## config.mk

```make
export PLATFORM = sky130hd
export DESIGN_NAME = pipeline_hazard_ctrl_flat
export DESIGN_NICKNAME = d
export VERILOG_FILES = /design/src/rtl/pipeline_hazard_ctrl_if.sv /design/src/rtl/pipeline_hazard_ctrl.sv /design/src/flat_wrapper.sv
export SDC_FILE = /design/constraint.sdc
export NUM_CORES = 1
export LEC_CHECK = 0
export BUFFER_PORTS_ARGS = -buffer_cell sky130_fd_sc_hd__buf_2
export CAP_MARGIN = 20
export CELL_PAD_IN_SITES_DETAIL_PLACEMENT = 1
export CELL_PAD_IN_SITES_GLOBAL_PLACEMENT = 1
export CORE_ASPECT_RATIO = 1.2
export CORE_MARGIN = 1.5
export CORE_UTILIZATION = 41
export DETAILED_ROUTE_END_ITERATION = 10
export GPL_ROUTABILITY_DRIVEN = 1
export PLACE_DENSITY_LB_ADDON = 0.1
export SLEW_MARGIN = 20
export SYNTH_ARGS = -nofsm -noshare
export SYNTH_HDL_FRONTEND = slang
export SYNTH_SLANG_ARGS = --single-unit
```

## constraint.sdc

```tcl
create_clock -name clk -period 4.9 [get_ports clk]
set_input_delay 0.735 -clock clk [delete_from_list [all_inputs] [get_ports clk]]
set_output_delay 0.735 -clock clk [all_outputs]
set_load 0.02 [all_outputs]
```

## src/rtl/pipeline_hazard_ctrl_if.sv

```systemverilog
// Hazard-controller bundle: pipeline-register fields in, stall/flush/forward controls
// and performance counters out. The pipeline drives master; the controller is slave.
interface pipeline_hazard_ctrl_if #(
  parameter int REG_AW = 5,
  parameter int CNT_W  = 32
);
  logic [REG_AW-1:0] id_rs1, id_rs2;
  logic              id_use_rs1, id_use_rs2;
  logic [REG_AW-1:0] ex_rs1, ex_rs2, ex_rd;
  logic              ex_memread, ex_regwrite;
  logic [REG_AW-1:0] mem_rd;
  logic              mem_regwrite;
  logic [REG_AW-1:0] wb_rd;
  logic              wb_regwrite;
  logic              branch_taken, mem_req, mem_ready;
  logic [1:0]        forward_a, forward_b;
  logic              pc_write, ifid_write, idex_write, exmem_write;
  logic              ifid_flush, idex_bubble, exmem_flush, memwb_bubble;
  logic              mem_error;
  logic [CNT_W-1:0]  stall_cnt, flush_cnt, memwait_cnt;

  modport master (
    output id_rs1, id_rs2, id_use_rs1, id_use_rs2, ex_rs1, ex_rs2, ex_rd,
           ex_memread, ex_regwrite, mem_rd, mem_regwrite, wb_rd, wb_regwrite,
           branch_taken, mem_req, mem_ready,
    input  forward_a, forward_b, pc_write, ifid_write, idex_write, exmem_write,
           ifid_flush, idex_bubble, exmem_flush, memwb_bubble, mem_error,
           stall_cnt, flush_cnt, memwait_cnt
  );

  modport slave (
    input  id_rs1, id_rs2, id_use_rs1, id_use_rs2, ex_rs1, ex_rs2, ex_rd,
           ex_memread, ex_regwrite, mem_rd, mem_regwrite, wb_rd, wb_regwrite,
           branch_taken, mem_req, mem_ready,
    output forward_a, forward_b, pc_write, ifid_write, idex_write, exmem_write,
           ifid_flush, idex_bubble, exmem_flush, memwb_bubble, mem_error,
           stall_cnt, flush_cnt, memwait_cnt
  );
endinterface

```

## src/rtl/pipeline_hazard_ctrl.sv

```systemverilog
// Central hazard controller for a 5-stage RISC-V pipeline: EX forwarding selects,
// load-use/RAW stalls, taken-branch flushes, memory-wait freeze FSM and counters.
module pipeline_hazard_ctrl #(
  parameter int REG_AW      = 5,
  parameter int FWD_ENABLE  = 1,
  parameter int MEM_TIMEOUT = 16,
  parameter int CNT_W       = 32
) (
  input logic                  clk,
  input logic                  reset,
  pipeline_hazard_ctrl_if.slave hz
);
  localparam int WAIT_W = $clog2(MEM_TIMEOUT + 1);

  typedef enum logic [1:0] {RUN, MEM_WAIT, MEM_ERR} state_t;

  state_t             state_reg;
  logic [WAIT_W-1:0]  wait_cnt_reg;
  logic               mem_error_reg;
  logic [CNT_W-1:0]   stall_cnt_reg, flush_cnt_reg, memwait_cnt_reg;

  logic [1:0][REG_AW-1:0] ex_rs, id_rs;
  logic [1:0]             id_use;
  logic [1:0][1:0]        fwd_sel;
  logic [1:0]             ex_hit, mem_hit, wb_hit;
  logic                   hz_match, frz, br, hz_stall;
  logic [WAIT_W-1:0]      wait_inc;

  assign ex_rs  = {hz.ex_rs2, hz.ex_rs1};
  assign id_rs  = {hz.id_rs2, hz.id_rs1};
  assign id_use = {hz.id_use_rs2, hz.id_use_rs1};

  // Operand 0 is rs1 / forward_a, operand 1 is rs2 / forward_b.
  for (genvar gi = 0; gi < 2; gi++) begin : g_operand
    assign fwd_sel[gi] =
        (FWD_ENABLE == 0) ? 2'b00 :
        (hz.mem_regwrite && hz.mem_rd != '0 && hz.mem_rd == ex_rs[gi]) ? 2'b10 :
        (hz.wb_regwrite  && hz.wb_rd  != '0 && hz.wb_rd  == ex_rs[gi]) ? 2'b01 : 2'b00;

    assign ex_hit[gi]  = id_use[gi] && hz.ex_regwrite  && hz.ex_rd  != '0 && hz.ex_rd  == id_rs[gi];
    assign mem_hit[gi] = id_use[gi] && hz.mem_regwrite && hz.mem_rd != '0 && hz.mem_rd == id_rs[gi];
    assign wb_hit[gi]  = id_use[gi] && hz.wb_regwrite  && hz.wb_rd  != '0 && hz.wb_rd  == id_rs[gi];
  end

  // With forwarding only a load in EX cannot be bypassed in time; without it every
  // in-flight producer of an ID source must drain first.
  assign hz_match = (FWD_ENABLE != 0) ? (hz.ex_memread && |ex_hit)
                                      : |(ex_hit | mem_hit | wb_hit);

  assign frz = (state_reg == RUN && hz.mem_req && !hz.mem_ready && !hz.branch_taken) ||
               (state_reg == MEM_WAIT && !hz.mem_ready) ||
               (state_reg == MEM_ERR);
  assign br       = hz.branch_taken && !frz;
  assign hz_stall = hz_match && !br && !frz;
  assign wait_inc = wait_cnt_reg + WAIT_W'(1);

  always_comb begin
    hz.forward_a    = fwd_sel[0];
    hz.forward_b    = fwd_sel[1];
    hz.pc_write     = 1'b1;
    hz.ifid_write   = 1'b1;
    hz.idex_write   = 1'b1;
    hz.exmem_write  = 1'b1;
    hz.ifid_flush   = 1'b0;
    hz.idex_bubble  = 1'b0;
    hz.exmem_flush  = 1'b0;
    hz.memwb_bubble = 1'b0;
    if (reset) begin
      hz.forward_a = 2'b00;
      hz.forward_b = 2'b00;
    end else if (frz) begin
      hz.pc_write     = 1'b0;
      hz.ifid_write   = 1'b0;
      hz.idex_write   = 1'b0;
      hz.exmem_write  = 1'b0;
      hz.memwb_bubble = 1'b1;
    end else if (br) begin
      hz.ifid_flush  = 1'b1;
      hz.idex_bubble = 1'b1;
      hz.exmem_flush = 1'b1;
    end else if (hz_stall) begin
      hz.pc_write    = 1'b0;
      hz.ifid_write  = 1'b0;
      hz.idex_bubble = 1'b1;
    end
  end

  always_ff @(posedge clk) begin
    if (reset) begin
      state_reg       <= RUN;
      wait_cnt_reg    <= '0;
      mem_error_reg   <= 1'b0;
      stall_cnt_reg   <= '0;
      flush_cnt_reg   <= '0;
      memwait_cnt_reg <= '0;
    end else begin
      case (state_reg)
        RUN: begin
          // The first frozen cycle already counts as wait cycle 1.
          if (hz.mem_req && !hz.mem_ready && !hz.branch_taken) begin
            wait_cnt_reg <= WAIT_W'(1);
            if (MEM_TIMEOUT <= 1) begin
              state_reg     <= MEM_ERR;
              mem_error_reg <= 1'b1;
            end else begin
              state_reg <= MEM_WAIT;
            end
          end
        end
        MEM_WAIT: begin
          if (hz.mem_ready) begin
            state_reg <= RUN;
          end else begin
            wait_cnt_reg <= wait_inc;
            if (int'(wait_inc) >= MEM_TIMEOUT) begin
              state_reg     <= MEM_ERR;
              mem_error_reg <= 1'b1;
            end
          end
        end
        MEM_ERR: state_reg <= MEM_ERR;
        default: state_reg <= RUN;
      endcase

      if (hz_stall && stall_cnt_reg != '1)   stall_cnt_reg   <= stall_cnt_reg + CNT_W'(1);
      if (br && flush_cnt_reg != '1)         flush_cnt_reg   <= flush_cnt_reg + CNT_W'(1);
      if (frz && memwait_cnt_reg != '1)      memwait_cnt_reg <= memwait_cnt_reg + CNT_W'(1);
    end
  end

  assign hz.mem_error   = mem_error_reg;
  assign hz.stall_cnt   = stall_cnt_reg;
  assign hz.flush_cnt   = flush_cnt_reg;
  assign hz.memwait_cnt = memwait_cnt_reg;
endmodule

```

## src/flat_wrapper.sv

```systemverilog
// flat-port wrapper written by rule: the top's interface ports become plain ports
module pipeline_hazard_ctrl_flat 
#(
  parameter int REG_AW      = 5,
  parameter int FWD_ENABLE  = 1,
  parameter int MEM_TIMEOUT = 16,
  parameter int CNT_W       = 32
)
  (clk, reset, hz_id_rs1, hz_id_rs2, hz_id_use_rs1, hz_id_use_rs2, hz_ex_rs1, hz_ex_rs2, hz_ex_rd, hz_ex_memread, hz_ex_regwrite, hz_mem_rd, hz_mem_regwrite, hz_wb_rd, hz_wb_regwrite, hz_branch_taken, hz_mem_req, hz_mem_ready, hz_forward_a, hz_forward_b, hz_pc_write, hz_ifid_write, hz_idex_write, hz_exmem_write, hz_ifid_flush, hz_idex_bubble, hz_exmem_flush, hz_memwb_bubble, hz_mem_error, hz_stall_cnt, hz_flush_cnt, hz_memwait_cnt);
  pipeline_hazard_ctrl_if #(.REG_AW(REG_AW), .CNT_W(CNT_W)) hz_i ();
  input logic clk;
  input logic reset;
  input wire logic [$bits(hz_i.id_rs1)-1:0] hz_id_rs1;
  input wire logic [$bits(hz_i.id_rs2)-1:0] hz_id_rs2;
  input wire logic [$bits(hz_i.id_use_rs1)-1:0] hz_id_use_rs1;
  input wire logic [$bits(hz_i.id_use_rs2)-1:0] hz_id_use_rs2;
  input wire logic [$bits(hz_i.ex_rs1)-1:0] hz_ex_rs1;
  input wire logic [$bits(hz_i.ex_rs2)-1:0] hz_ex_rs2;
  input wire logic [$bits(hz_i.ex_rd)-1:0] hz_ex_rd;
  input wire logic [$bits(hz_i.ex_memread)-1:0] hz_ex_memread;
  input wire logic [$bits(hz_i.ex_regwrite)-1:0] hz_ex_regwrite;
  input wire logic [$bits(hz_i.mem_rd)-1:0] hz_mem_rd;
  input wire logic [$bits(hz_i.mem_regwrite)-1:0] hz_mem_regwrite;
  input wire logic [$bits(hz_i.wb_rd)-1:0] hz_wb_rd;
  input wire logic [$bits(hz_i.wb_regwrite)-1:0] hz_wb_regwrite;
  input wire logic [$bits(hz_i.branch_taken)-1:0] hz_branch_taken;
  input wire logic [$bits(hz_i.mem_req)-1:0] hz_mem_req;
  input wire logic [$bits(hz_i.mem_ready)-1:0] hz_mem_ready;
  output wire logic [$bits(hz_i.forward_a)-1:0] hz_forward_a;
  output wire logic [$bits(hz_i.forward_b)-1:0] hz_forward_b;
  output wire logic [$bits(hz_i.pc_write)-1:0] hz_pc_write;
  output wire logic [$bits(hz_i.ifid_write)-1:0] hz_ifid_write;
  output wire logic [$bits(hz_i.idex_write)-1:0] hz_idex_write;
  output wire logic [$bits(hz_i.exmem_write)-1:0] hz_exmem_write;
  output wire logic [$bits(hz_i.ifid_flush)-1:0] hz_ifid_flush;
  output wire logic [$bits(hz_i.idex_bubble)-1:0] hz_idex_bubble;
  output wire logic [$bits(hz_i.exmem_flush)-1:0] hz_exmem_flush;
  output wire logic [$bits(hz_i.memwb_bubble)-1:0] hz_memwb_bubble;
  output wire logic [$bits(hz_i.mem_error)-1:0] hz_mem_error;
  output wire logic [$bits(hz_i.stall_cnt)-1:0] hz_stall_cnt;
  output wire logic [$bits(hz_i.flush_cnt)-1:0] hz_flush_cnt;
  output wire logic [$bits(hz_i.memwait_cnt)-1:0] hz_memwait_cnt;
  assign hz_i.id_rs1 = hz_id_rs1;
  assign hz_i.id_rs2 = hz_id_rs2;
  assign hz_i.id_use_rs1 = hz_id_use_rs1;
  assign hz_i.id_use_rs2 = hz_id_use_rs2;
  assign hz_i.ex_rs1 = hz_ex_rs1;
  assign hz_i.ex_rs2 = hz_ex_rs2;
  assign hz_i.ex_rd = hz_ex_rd;
  assign hz_i.ex_memread = hz_ex_memread;
  assign hz_i.ex_regwrite = hz_ex_regwrite;
  assign hz_i.mem_rd = hz_mem_rd;
  assign hz_i.mem_regwrite = hz_mem_regwrite;
  assign hz_i.wb_rd = hz_wb_rd;
  assign hz_i.wb_regwrite = hz_wb_regwrite;
  assign hz_i.branch_taken = hz_branch_taken;
  assign hz_i.mem_req = hz_mem_req;
  assign hz_i.mem_ready = hz_mem_ready;
  assign hz_forward_a = hz_i.forward_a;
  assign hz_forward_b = hz_i.forward_b;
  assign hz_pc_write = hz_i.pc_write;
  assign hz_ifid_write = hz_i.ifid_write;
  assign hz_idex_write = hz_i.idex_write;
  assign hz_exmem_write = hz_i.exmem_write;
  assign hz_ifid_flush = hz_i.ifid_flush;
  assign hz_idex_bubble = hz_i.idex_bubble;
  assign hz_exmem_flush = hz_i.exmem_flush;
  assign hz_memwb_bubble = hz_i.memwb_bubble;
  assign hz_mem_error = hz_i.mem_error;
  assign hz_stall_cnt = hz_i.stall_cnt;
  assign hz_flush_cnt = hz_i.flush_cnt;
  assign hz_memwait_cnt = hz_i.memwait_cnt;
  pipeline_hazard_ctrl #(.REG_AW(REG_AW), .FWD_ENABLE(FWD_ENABLE), .MEM_TIMEOUT(MEM_TIMEOUT), .CNT_W(CNT_W)) u_core (.clk(clk), .reset(reset), .hz(hz_i));
endmodule
```

==> results of run 1 <==
## final timing paths
check / start / end / slack (ns) / depth (start not counted)
min: u_core.hz.mem_error / u_core.hz.mem_error / 0.49 / 2
max: hz_mem_req / hz_idex_bubble / 1.55 / 8
min reg2reg: u_core.hz.mem_error / u_core.hz.mem_error / 0.49 / 2
max reg2reg: u_core.hz.stall_cnt[0] / u_core.hz.stall_cnt[30] / 1.96 / 7
## tightest hold or removal path, stage by stage, from the launching register on
cell and delay [ns]:
dfxtp_1 0.32, a21oi_1 0.05, nor2_1 0.08
## placed cells by master (no fill, tap or decap), types with 18 or more instances in the layout
master | synthesis | final
nand2_1 | 38 | 37
a21oi_1 | 31 | 31
xnor2_1 | 44 | 44
nand3_1 | 42 | 42
xor2_1 | 47 | 47
buf_2 | 4 | 153
o21ai_0 | 18 | 18
or4_1 | 18 | 18
nor2_1 | 81 | 81
nand4_1 | 41 | 41
dfxtp_1 | 104 | 104
## area by class of cell
class                           count  area share, %
Inverter                           14          0.789
Clock inverter                      3          0.639
Multi-Input combinational cell    509           48.2
Antenna cell                        1         0.0376
Sequential cell                   104           31.3
Clock buffer                       13           3.61
Timing Repair Buffer              160           12.3
Tap cell                          168           3.16
## metal layers
metal | track usage (%) | up-vias | wire, microns
met5 | 0 | - | 13
met4 | 7.66 | 2 | 279
met3 | 4.43 | 22 | 730
li1 | - | 2641 | -
met1 | 28.1 | 2662 | 6920
met2 | 41.0 | 125 | 8130
## cells by family (layout without fill, tap and decap cells)
| logic type | after synthesis | after routing | share of synthesized area [%] |
|---|---|---|---|
| AOI/OAI and AO/OA | 79 | 79 | 9.09 |
| adders and majority gates | 4 | 4 | 0.914 |
| and+or+nand+nor | 325 | 325 | 32.1 |
| buffers and inverters | 45 | 190 | 3.38 |
| DFF | 104 | 104 | 38.0 |
| other | 0 | 1 | 0 |
| muxes | 10 | 10 | 1.96 |
| xor gates and xnor gates | 91 | 91 | 14.5 |
## through the flow
step                utilization [%]  setup WS (ns)
floorplan                         -           1.79
global placement               48.6           1.55
detailed placement             48.6           1.42
CTS                            50.7           1.53
global route                   50.8           1.31
finish                         50.8           1.55
## power by group
part	total (mW)	internal, mW	switching [mW]
logic	0.118	0.0465	0.0715
registers	0.853	0.848	0.00501
clock network	0.715	0.397	0.318
total	1.69	1.29	0.395
==> metrics.txt, run 1 <==
die area=0.0141 sq mm; Worst Skew=0.00757 ns; vias in the first global route=5,212; IR drop worst, VDD=0.127 mV; Cell Pwr Density=253 mW/mm^2; largest cells by area after synthesis=dfxtp_1, xor2_1, xnor2_1, nor2_1, nand4_1; Area after DPL=0.00637 sq mm; critical path startpoint category=primary input; placed cells=955; layout cell share with drive strength beyond 1=23.9%; # setup viols final=0; Clock transition at path regs=0.06 ns; number of enable flip-flop cells after synthesis=0; FF/Latch Area=0.00208 sq mm; register area share after synthesis=38.0%; Final Max Tran Viols=0; # Max-Cap Violations=0; most common cell in the synthesized netlist=dfxtp_1; Synth async-reset ratio=0%; Yosys top cell area share=38.0%; Hold Path Class=reg -> reg; LEAKAGE=2.63 nW; Cell Area, Synth=0.00548 sq mm; WS Path Type=in -> out; DRT Wirelength=16,100 microns; area of the core=0.0131 sq mm; PostCTS Resize Cnt=0; gr ovfl total=0; crit-path max FO=6; global-route wire length before repair=26,000 microns; Unique masters post-synth=49; crit path time final=3.35 ns; cts hold-fix bufs=0; CP Data Arrival Time=2.62 ns; area of the multi-input gates=0.00321 sq mm; hold_ws=0.485 ns; ys flop type=dfxtp_1; Synth Warn #=0; Worst path slowest cell=o31ai_1; delay-heaviest family, CP=simple AND/OR/NAND/NOR gates; area leader, netlist=dfxtp_1; largest net degree at the start of global routing=87; H-Tree Depth=3; Post-synth top cells=dfxtp_1, nor2_1, xor2_1; RSZ-0062 raised after global routing=no; routed vias/inst=5.61; Ports=155; Die X=109 microns; DR iter-0 viols=224; Yosys reg bits=104; Final TNS setup=0 ns; die height=130 microns; Initial DRT Pass Iterations=4; filler instances=1,649; crit end category=output port; Num CTS Buffers=9; Final Non-Filler Cells=972; Critical Path RT=4.16 ns; Skew-Pair Late Insertion Delay=0.35 ns; Via Count=5,452; worst-path cell chain=buf_2, nor2b_1, o31ai_1, nand2b_1, nor2b_1, nor2_1, nor3_1, buf_2; syn nets=708; Final nets=848; CTS sink count=104; CP Buf/Inv Count=2; DP HPWL=11,900 microns; Rows=46; number of antenna-violating nets in the routed design=0; Slew headroom=29.3%; Final Hold Fails=0; Fmax=298 MHz; number of remaining DRC errors=0; root buf cell=clkbuf_16; Mapped Cells=658; status=finished clean; IO buf count=154; max incr delay on CP=0.69 ns; worst slew pin tran=1.03 ns; Pwr Total=1.69 mW; drt wl/cell=16.5 microns; gr usage total=23.2%; post-CTS setup buffer count=0; RePlAce Congestion=0.830; initial antenna violation count=3; crit share post-route=68.4%; Clock Path Buffers=2; Initial Util=41.7%; area grow syn2layout=21.6%; post-route design area=0.00666 sq mm; CTS tree=built; Mapped Avg Cell Area=8.32 sq um
Power figures use the tool's default switching activity.
==> inputs of run 2 (changes only) <==
--- a/config.mk
+++ b/config.mk
@@ -11,7 +11,7 @@
 export CELL_PAD_IN_SITES_GLOBAL_PLACEMENT = 1
 export CORE_ASPECT_RATIO = 1.2
 export CORE_MARGIN = 1.5
-export CORE_UTILIZATION = 41
+export CORE_UTILIZATION = 38
 export DETAILED_ROUTE_END_ITERATION = 10
 export GPL_ROUTABILITY_DRIVEN = 1
 export PLACE_DENSITY_LB_ADDON = 0.1
==> constraint.sdc (replaced) <==
create_clock -name clk -period 3.2 [get_ports clk]
set_input_delay 0.48 -clock clk [delete_from_list [all_inputs] [get_ports clk]]
set_output_delay 0.48 -clock clk [all_outputs]
set_load 0.02 [all_outputs]
==> metrics.txt, run 2 (same netlist as run 1, synthesis figures left out) <==
Num CTS Buffers=9; filler instances=1,729; Final Hold Fails=0; FF/Latch Area=0.00208 sq mm; vias in the first global route=5,372; post-route design area=0.00665 sq mm; delay-heaviest family, CP=simple AND/OR/NAND/NOR gates; root buf cell=clkbuf_16; CTS tree=built; Final TNS setup=0 ns; Hold Path Class=reg -> reg; die height=135 microns; status=finished clean; crit share post-route=89.6%; max incr delay on CP=0.60 ns; Via Count=5,339; die area=0.0151 sq mm; DR iter-0 viols=167; CTS sink count=104; global-route wire length before repair=25,900 microns; DP HPWL=11,700 microns; worst-path cell chain=ha_1, and2_1, or3b_2, or3_4, nor4b_4, and4_1, mux2_1; Final Non-Filler Cells=975; # Max-Cap Violations=0; most frequent cells in the layout=buf_2, dfxtp_1, nor2_1; Initial Util=39.3%; area grow syn2layout=21.4%; Skew-Pair Late Insertion Delay=0.35 ns; WS Path Type=reg -> reg; Area after DPL=0.00641 sq mm; H-Tree Depth=3; Initial DRT Pass Iterations=4; layout cell share with drive strength beyond 1=24.1%; Critical Path RT=3.43 ns; largest net degree at the start of global routing=63; grt met3 use=3.41%; LEAKAGE=2.63 nW; Slew headroom=44.1%; RSZ-0062 raised after global routing=no; crit-path max FO=12; Stages on worst setup path=7; initial antenna violation count=0; antenna fix cells=0; Fmax=349 MHz; critical path startpoint category=flip-flop; number of remaining DRC errors=0; CP Buf/Inv Count=0; Cell Pwr Density=371 mW/mm^2; worst slew pin tran=0.831 ns; setup slack on the worst flop-to-flop path=0.33 ns; most common cell after layout, fill and taps aside=buf_2; routed vias/inst=5.48; drt wl/cell=15.9 microns; area of the multi-input gates=0.00321 sq mm; gr ovfl total=0; FF-to-FF path depth=7; gr usage total=20.8%; area of the core=0.0139 sq mm; Worst path slowest cell=or3b_2; grt met2 use=37.3%; CP Capture Point=u_core.hz.stall_cnt[30]; CP startpoint=u_core.hz.stall_cnt[0]; CP Data Arrival Time=3.10 ns; RePlAce Congestion=0.820; placed cells=962; Ports=155; GR Util met1=24.8%; Final nets=852; Die X=113 microns; IR drop worst, VDD=0.216 mV; DRT Wirelength=15,500 microns; Worst Skew=0.00694 ns; crit path time final=2.87 ns; cts hold-fix bufs=0; GRT Max-Usage Layer=met2; Rows=47; PostCTS Resize Cnt=0; IO buf count=154; reg2reg start=u_core.hz.stall_cnt[0]; Util after Layout=47.7%; number of antenna-violating nets in the routed design=0; # setup viols final=0; Clock transition at path regs=0.07 ns; crit end category=flip-flop; Clock Path Buffers=2; post-CTS setup buffer count=0; reg-to-reg endpoint=u_core.hz.stall_cnt[30]; Final Max Tran Viols=0
run 2: layer usage:
metal | up-vias | share of wire [%]
li1 | 2641 | -
met1 | 2567 | 44
met2 | 110 | 51
met3 | 21 | 4.0
met4 | 0 | 1.9
met5 | - | 0
run 2: metrics by stage:
step / hold slack, ns / power (mW) / worst slack (ns)
after CTS: 0.479 / 2.50 / 0.339
after global placement: 0.457 / 1.51 / 0.489
after detailed placement: 0.463 / 1.52 / 0.349
after global routing: 0.498 / 2.56 / 0.172
final: 0.475 / 2.47 / 0.333
after floorplan: 0.462 / 1.44 / 0.579
run 2: worst min path at each step:
stage / start / endpoint / slack (ns) / depth (start not counted)
6_report: u_core.hz.mem_error / u_core.hz.mem_error / 0.47 / 2
5_1_grt: u_core.hz.mem_error / u_core.hz.mem_error / 0.50 / 2
4_1_cts: u_core.hz.mem_error / u_core.hz.mem_error / 0.48 / 2
3_5_place_dp: u_core.hz.mem_error / u_core.hz.mem_error / 0.46 / 2
3_3_place_gp: u_core.hz.mem_error / u_core.hz.mem_error / 0.46 / 2
2_1_floorplan: u_core.wait_cnt_reg[4] / u_core.wait_cnt_reg[4] / 0.46 / 2
run 2: area by class of cell:
class,count,share of cell area (%)
clock inverters,2,0.151
flip-flops and latches,104,31.3
repair buffers,164,12.8
multi-input cells,509,48.3
well taps,171,3.22
inverters,14,0.790
clock buffers,11,3.50
run 2: worst register-to-register path: stages, from the launching register on:
cell and delay (ns):
dfxtp_1 0.41, ha_1 0.22, and2_1 0.21, or3b_2 0.60, or3_4 0.40, nor4b_4 0.34
and4_1 0.25, mux2_1 0.32
run 2: power by group:
group	total (mW)	internal, mW	switching (mW)
Clock	0.980	0.513	0.467
Combinational	0.180	0.0724	0.108
Sequential	1.31	1.30	0.00735
==> inputs of run 3 (changes only) <==
--- a/config.mk
+++ b/config.mk
@@ -10,10 +10,11 @@
 export CELL_PAD_IN_SITES_DETAIL_PLACEMENT = 1
 export CELL_PAD_IN_SITES_GLOBAL_PLACEMENT = 1
 export CORE_ASPECT_RATIO = 1.2
-export CORE_MARGIN = 1.5
+export CORE_MARGIN = 2
 export CORE_UTILIZATION = 38
 export DETAILED_ROUTE_END_ITERATION = 10
 export GPL_ROUTABILITY_DRIVEN = 1
+export GPL_TIMING_DRIVEN = 0
 export PLACE_DENSITY_LB_ADDON = 0.1
 export SLEW_MARGIN = 20
 export SYNTH_ARGS = -nofsm -noshare
==> metrics.txt, run 3 (same netlist as run 1, synthesis figures left out) <==
# Max-Cap Violations=0; crit share post-route=91.5%; Initial Util=38.5%; Rows=48; critical path startpoint category=flip-flop; DP HPWL=13,100 microns; RePlAce Congestion=0.840; Slew headroom=41.0%; area grow syn2layout=23.6%; CTS tree=built; Initial DRT Pass Iterations=4; antenna fix cells=0; Via Count=5,537; Clock Path Buffers=2; layout cell share with drive strength beyond 1=23.5%; Pwr Total=2.64 mW; most frequent cells in the layout=buf_2, dfxtp_1, nor2_1; crit end category=output port; filler instances=1,786; Final TNS setup=0 ns; reg2reg start=u_core.state_reg[0]; Fmax=342 MHz; crit path time final=2.93 ns; # setup viols final=0; FF-to-FF path depth=9; vias in the first global route=5,596; Skew-Pair Late Insertion Delay=0.36 ns; worst hold endpoint=u_core.hz.mem_error; number of antenna-violating nets in the routed design=0; H-Tree Depth=3; CP Data Arrival Time=2.45 ns; RSZ-0062 raised after global routing=no; Worst Skew=0.00625 ns; Critical Path RT=2.72 ns; Final nets=872; number of remaining DRC errors=0; gr ovfl total=0; IO buf count=153; root buf cell=clkbuf_16; Ports=155; global-route wire length before repair=27,700 microns; DRT Wirelength=17,000 microns; crit-path max FO=9; drt wl/cell=16.9 microns; Net Sw Frac=23.4%; gr usage total=22.3%; die height=136 microns; most common cell after layout, fill and taps aside=buf_2; largest net degree at the start of global routing=16; DR iter-0 viols=206; Cell Pwr Density=390 mW/mm^2; NetSw=0.619 mW; Final Hold Fails=0; Num CTS Buffers=9; worst slew pin tran=0.876 ns; routed vias/inst=5.53; Hold Path Class=reg -> reg; die area=0.0154 sq mm; area of the core=0.0142 sq mm; WS Path Type=reg -> out; LEAKAGE=2.66 nW; status=finished clean; CTS sink count=104; cts hold-fix bufs=0; initial antenna violation count=0; internal power=2.02 mW; Clock transition at path regs=0.07 ns; part of the power in combinational logic=7.2%; IR drop worst, VDD=0.260 mV; min-delay src=u_core.hz.mem_error; reg-to-reg endpoint=u_core.hz.stall_cnt[10]; worst hold path cell count=2; part of the power in registers=49.4%; Die X=114 microns; setup slack on the worst flop-to-flop path=0.31 ns; Final Max Tran Viols=0; Clk pwr share=43.4%
## run 3: changes by cell type in the layout (fill, tap and decap cells not counted)
cell / delta
clkbuf_1: +24
buf_2: +4
o31ai_2: +1
a2111oi_1: +1
buf_4: -8
o31ai_1: -1
bufinv_16: +1
a2111oi_0: -1
clkbuf_8: +2
## run 3: cell type report
cell class	instances	area [sq um]	share of cell area [%]
flip-flops and latches	104	2080	30.8
plain buffers	31	133	1.96
repair buffers	153	766	11.3
well taps	175	219	3.23
clock inverters	3	40.0	0.591
clock buffers	13	260	3.84
multi-input cells	509	3220	47.5
inverters	14	52.6	0.776
## run 3: timing repair
item,4_1_cts,5_1_grt
gates resized for setup,0,1
endpoints found under the hold margin,0,0
setup buffers,0,0
endpoints found under the setup margin,0,2
## run 3: worst max path at each step
stage                     cells after the start                      end  slack (ns)                    from
final                                         7           hz_idex_bubble        0.27     u_core.state_reg[0]
after global routing                          9  u_core.hz.stall_cnt[15]        0.07     u_core.state_reg[0]
after CTS                                     7           hz_idex_bubble        0.07     u_core.state_reg[0]
after detailed placement                      9   u_core.hz.stall_cnt[1]        0.10             hz_ex_rd[0]
after global placement                        9   u_core.hz.stall_cnt[1]        0.13             hz_ex_rd[0]
after floorplan                               7  u_core.hz.stall_cnt[30]        0.58  u_core.hz.stall_cnt[0]
## run 3: metrics by stage
stage               instance area, sq um  util [%]  hold WS [ns]  instances  setup slack (ns)
finish                              6770      47.6         0.491       1002             0.273
global route                        6770      47.6         0.527       1002            0.0747
CTS                                 6760      47.5         0.503       1002            0.0671
detailed placement                  6460      45.4         0.486        986             0.103
global placement                    6460      45.4         0.453        986             0.130
floorplan                           5480         -         0.462        658             0.579
## run 3: critical path: stages, from the launching register on
cell,delay [ns]
dfxtp_1,0.30
clkbuf_1,0.18
o31ai_2,0.59
nand2b_1,0.23
nor2b_1,0.20
nor2_1,0.06
nor3_1,0.29
buf_2,0.24
## run 3: power by group through the flow
stage               clock [mW]  sequential [mW]  combinational (mW)
floorplan                    0             1.34               0.103
global placement             0             1.34               0.184
detailed placement           0             1.34               0.191
CTS                       1.17             1.31               0.192
global route              1.21             1.31               0.208
finish                    1.15             1.31               0.190
## run 3: per-layer routing
layer	wire length, microns	share of wire (%)	GRT usage (%)	vias up
met3	606	3.6	3.76	18
met2	8640	51	40.1	120
met4	290	1.7	7.93	0
li1	-	-	-	2686
met5	0	0	0	-
met1	7440	44	26.8	2713
